===== config.mk =====
export PLATFORM = sky130hd
export DESIGN_NAME = serial_addsub
export DESIGN_NICKNAME = d
export VERILOG_FILES = /design/src/rtl/serial_arith_pkg.sv /design/src/rtl/fa_cell.sv /design/src/rtl/serial_addsub.sv
export SDC_FILE = /design/constraint.sdc
export NUM_CORES = 1
export LEC_CHECK = 0
export BUFFER_PORTS_ARGS = -buffer_cell sky130_fd_sc_hd__buf_2
export CORE_UTILIZATION = 49
export DETAILED_ROUTE_END_ITERATION = 8
export PLACE_DENSITY = 0.76
export SYNTH_ARGS = -nofsm -noshare
export SYNTH_HDL_FRONTEND = slang
export SYNTH_SLANG_ARGS = --single-unit

===== constraint.sdc =====
create_clock -name clk -period 1.2 [get_ports clk]
set_input_delay 0.12 -clock clk [delete_from_list [all_inputs] [get_ports clk]]
set_output_delay 0.12 -clock clk [all_outputs]
set_load 0.02 [all_outputs]

===== src/rtl/serial_arith_pkg.sv =====
// Shared types for the bit-serial arithmetic blocks: FSM state encoding and mode constants.
package serial_arith_pkg;

    typedef enum logic [1:0] {
        IDLE = 2'd0,
        RUN  = 2'd1,
        DONE = 2'd2
    } state_e;

    localparam logic MODE_ADD = 1'b0;
    localparam logic MODE_SUB = 1'b1;

endpackage


===== src/rtl/fa_cell.sv =====
// One-bit full adder: s_o, c_o from a_i + b_i + c_i.
// Latency: purely combinational. Backpressure: none.
module fa_cell (
    input  logic a_i,
    input  logic b_i,
    input  logic c_i,
    output logic s_o,
    output logic c_o
);

    assign s_o = a_i ^ b_i ^ c_i;
    assign c_o = (a_i & b_i) | (c_i & (a_i ^ b_i));

endmodule


===== src/rtl/serial_addsub.sv =====
// Bit-serial WIDTH-bit add/subtract, LSB first, one bit per clock through a single full adder.
// Latency: done in the cycle after edge k+WIDTH for a start accepted at edge k; one result per WIDTH+1 cycles.
// Backpressure: start is accepted only while ready (IDLE or DONE); start during RUN is dropped.
module serial_addsub
    import serial_arith_pkg::*;
#(
    parameter int WIDTH = 8,
    parameter int CNT_W = $clog2(WIDTH + 1)
) (
    input  logic             clk,
    input  logic             rst,
    input  logic             start,
    input  logic [WIDTH-1:0] a,
    input  logic [WIDTH-1:0] b,
    input  logic             sub,
    output logic             ready,
    output logic             busy,
    output logic             done,
    output logic [WIDTH-1:0] sum,
    output logic             c_out,
    output logic             overflow
);

    localparam logic [CNT_W-1:0] LAST = CNT_W'(WIDTH - 1);

    state_e             state_q, state_d;
    logic [WIDTH-1:0]   opa_q, opa_d;
    logic [WIDTH-1:0]   opb_q, opb_d;
    logic [WIDTH-1:0]   res_q, res_d;
    logic               carry_q, carry_d;
    logic [CNT_W-1:0]   cnt_q, cnt_d;
    logic [WIDTH-1:0]   sum_q, sum_d;
    logic               cout_q, cout_d;
    logic               ovf_q, ovf_d;
    logic               fa_s, fa_co;

    fa_cell u_fa (
        .a_i (opa_q[0]),
        .b_i (opb_q[0]),
        .c_i (carry_q),
        .s_o (fa_s),
        .c_o (fa_co)
    );

    always_comb begin
        state_d = state_q;
        opa_d   = opa_q;
        opb_d   = opb_q;
        res_d   = res_q;
        carry_d = carry_q;
        cnt_d   = cnt_q;
        sum_d   = sum_q;
        cout_d  = cout_q;
        ovf_d   = ovf_q;
        case (state_q)
            RUN: begin
                opa_d   = opa_q >> 1;
                opb_d   = opb_q >> 1;
                res_d   = {fa_s, res_q[WIDTH-1:1]};
                carry_d = fa_co;
                cnt_d   = cnt_q + CNT_W'(1);
                // On the MSB, carry_q is still the carry into the MSB.
                if (cnt_q == LAST) begin
                    state_d = DONE;
                    sum_d   = res_d;
                    cout_d  = fa_co;
                    ovf_d   = carry_q ^ fa_co;
                end
            end
            default: begin
                if (start) begin
                    state_d = RUN;
                    opa_d   = a;
                    opb_d   = (sub == MODE_SUB) ? ~b : b;
                    carry_d = sub;
                    cnt_d   = '0;
                    res_d   = '0;
                end else begin
                    state_d = IDLE;
                end
            end
        endcase
    end

    always_ff @(posedge clk) begin
        if (rst) begin
            state_q <= IDLE;
            opa_q   <= '0;
            opb_q   <= '0;
            res_q   <= '0;
            carry_q <= 1'b0;
            cnt_q   <= '0;
            sum_q   <= '0;
            cout_q  <= 1'b0;
            ovf_q   <= 1'b0;
        end else begin
            state_q <= state_d;
            opa_q   <= opa_d;
            opb_q   <= opb_d;
            res_q   <= res_d;
            carry_q <= carry_d;
            cnt_q   <= cnt_d;
            sum_q   <= sum_d;
            cout_q  <= cout_d;
            ovf_q   <= ovf_d;
        end
    end

    assign ready    = (state_q != RUN);
    assign busy     = (state_q == RUN);
    assign done     = (state_q == DONE);
    assign sum      = sum_q;
    assign c_out    = cout_q;
    assign overflow = ovf_q;

endmodule


==> results.py <==
metrics = {
    "grt": {
        "globalRouteOverflowTotal": 0,
        "grtUsageTotal_pct": 21.3,
        "grt_pass1_wl_um": 5800,
        "grt_pass1_vias": 1374,
        "antenna_found_initial": 0,
        "grt_start_max_net_pins": 29,
    },
    "critical_path": {
        "cp-startpoint": "state_q[1]",
        "reg2reg_slack_ns": -0.08,
        "cp-endpoint": "busy",
        "reg2reg_from": "state_q[1]",
        "critPathCaptureType": "output port",
        "arrival_ns": 1.17,
        "cp_max_fo": 5,
        "regToRegEndpoint": "overflow",
        "critPathLaunchType": "flop",
        "path_class": "reg -> out",
        "cp.required_ns": 1.08,
        "reg2reg_depth": 3,
    },
    "die": {
        "io_pins": 33,
        "die-width_um": 61.7,
        "dieHeight_um": 61.7,
        "dieArea_um2": 3810,
        "core_area_um2": 3360,
        "placementRows": 21,
        "start_util_pct": 51.9,
    },
    "placement": {
        "placed_area_um2": 1960,
        "port_buffers": 32,
        "post-dp-hpwl_um": 2430,
        "place_congestion": 0.694,
    },
    "timing": {
        "finClkSkew_ns": 0.0137,
        "max_slew_margin_pct": 74.7,
        "tns_ns": -0.877,
        "finalSetupViolCount": 22,
        "timing_hold_violations_final": 0,
        "post-route-period-util_pct": 108,
        "worstMarginPinSlew_ns": 0.379,
        "rsz0062_at_grt": "true",
        "finalMaxSlewViolations": 0,
        "layout_setup_ws_ns": -0.0916,
        "finalCriticalPeriod_ns": 1.29,
        "fmaxAchievable_mhz": 774,
    },
    "synth": {
        "synth_cell_types": 31,
        "synth_most_common_cell": "dfxtp_1",
        "yosysTopAreaCell": "dfxtp_1",
        "synth-warning-count": 0,
        "synth_nets": 199,
        "synth.avg_cell_area_um2": 9.86,
        "yosysSeqAreaShare_pct": 45.9,
        "synth_edf_count": 0,
        "synth_area_um2": 1750,
        "ys_seq_elements": 40,
        "netlist_top_cells_area": "dfxtp_1 (46%), mux2i_1 (5.2%), a22o_1 (5.0%)",
        "synthFlopType": "dfxtp_1",
        "synth_top_area_share_pct": 45.9,
        "synthTopCellsByCount": "dfxtp_1 (40), a21oi_1 (17), nor2_1 (16), nand2_1 (15), nand3_1 (12)",
        "syn_inst": 177,
        "async_flop_share_pct": 0,
    },
    "pwr": {
        "power_density_nw_per_um2": 1400,
        "switching_power_mw": 0.693,
        "ir_drop_v": 0.000636,
        "clockPowerShare_pct": 41.7,
        "leakagePower_nw": 0.969,
        "pwr-share-comb_pct": 13.1,
        "p_total_mw": 3.14,
        "pwr-share-seq_pct": 45.2,
        "cell_internal_pwr_mw": 2.45,
        "netSwitchingFraction_pct": 22.0,
    },
    "run_status": {
        "violations": "negative setup slack",
        "status": "finished, violations left",
    },
    "cts": {
        "ctsHtreeMaxLevel": 2,
        "clock-sinks": 40,
        "cts_buffer_depth": 2,
        "cts_root_buf": "clkbuf_4",
        "cts_tree": "done",
        "clk_pin_slew_ns": 0.13,
        "cts_made_buffers": 5,
        "clk_latency_ns": 0.35,
    },
    "drt": {
        "ant_nets": 0,
        "wire_per_inst_um": 13.6,
        "wl_um": 3650,
        "vias": 1453,
        "viasPerCell": 5.40,
        "drc": 0,
        "dr.pass1.iters": 4,
        "drt_iter0_drc": 54,
    },
    "finish": {
        "area_growth_pct": 28.4,
        "layout-drive-gt1-share_pct": 36.8,
        "num_antenna_cells": 0,
        "final_nets": 244,
        "stdcell_area_um2": 2240,
    },
    "min_path": {
        "worst_hold_path_type": "in -> reg",
    },
    "job": {
        "drv_cap": 0,
    },
}
[critical path: stages (launching register included)]
cell and delay [ns]:
dfxtp_2 0.35, nand2b_4 0.17, inv_4 0.06, buf_12 0.13, buf_8 0.12
[cell usage in the layout (no fill, tap or decap), types with 2 or more instances in the layout]
cell type / n
dfxtp_1: 34
buf_2: 29
nor2_1: 16
a21oi_1: 15
buf_4: 15
nand2_1: 14
nand3_1: 12
a22o_1: 10
mux2i_1: 9
xnor2_1: 8
a211o_1: 7
a211oi_1: 6
dfxtp_2: 6
clkbuf_4: 5
buf_6: 5
a211oi_2: 3
bufinv_16: 3
buf_8: 3
inv_1: 2
a21oi_2: 2
[kinds of logic after synthesis]
kind of cell	after synthesis	synth area share, %
buf+inv	19	8.32
fa+ha+maj	2	1.86
flops	40	45.9
compound gates	47	19.7
simple gates	50	13.9
mux	10	5.81
xor+xnor	9	4.52
[through the flow]
stage | instances | hold WS, ns | util (%) | setup WS [ns]
final | 269 | 0.0672 | 66.6 | -0.0916
after global routing | 269 | 0.0835 | 66.6 | -0.146
after CTS | 268 | 0.0609 | 66.0 | -0.100
after detailed placement | 252 | 0.357 | 58.3 | -0.125
after global placement | 252 | 0.345 | 58.3 | -0.0907
after floorplan | 177 | 0.315 | - | -0.0509
[flip-flops by register name (all words and copies together) (netlist names)]
signal	flops
opb_q	8
overflow	1
opa_q	8
state_q	2
cnt_q	4
res_q	7
carry_q	1
c_out	1
sum	8
[worst min-delay path by stage]
stage | startpoint | to | slack (ns) | depth (start not counted)
6_report | a[7] | opa_q[7] | 0.07 | 3
5_1_grt | a[7] | opa_q[7] | 0.08 | 3
4_1_cts | b[7] | opb_q[7] | 0.06 | 3
3_5_place_dp | rst | state_q[1] | 0.36 | 2
3_3_place_gp | rst | state_q[1] | 0.34 | 2
2_1_floorplan | a[7] | opa_q[7] | 0.32 | 2
[per-layer routing]
layer	track usage (%)	vias to the layer above	share of wire [%]	routed length, um
li1	-	713	-	-
met1	22.0	695	42	1550
met2	39.8	41	52	1920
met3	5.04	4	4.5	163
met4	10.5	0	0.63	23
met5	0	-	0	0
[timing repair]
action | in CTS | in global routing
gates resized for setup | 15 | 12
hold buffers | 1 | 0
gates cloned | 1 | 0
buffers inserted | 6 | 2
setup endpoints to repair | 18 | 31
pin swaps | 9 | 1
endpoints found under the hold margin | 1 | 0
[area by class of cell]
class	count	area [um2]
tap	46	57.6
fill	300	1120
multi-input combinational	118	845
clock buffer	5	37.5
inverter	3	13.8
sequential	40	808
timing repair buffer	54	389
clock inverter	3	90.1
[power by group through the flow]
stage | registers, mW | logic [mW] | clock network, mW
3_3_place_gp | 1.45 | 0.320 | 0
5_1_grt | 1.43 | 0.448 | 1.38
2_1_floorplan | 1.44 | 0.263 | 0
3_5_place_dp | 1.45 | 0.339 | 0
4_1_cts | 1.42 | 0.402 | 1.33
6_report | 1.42 | 0.412 | 1.31
Power figures use the tool's default switching activity.
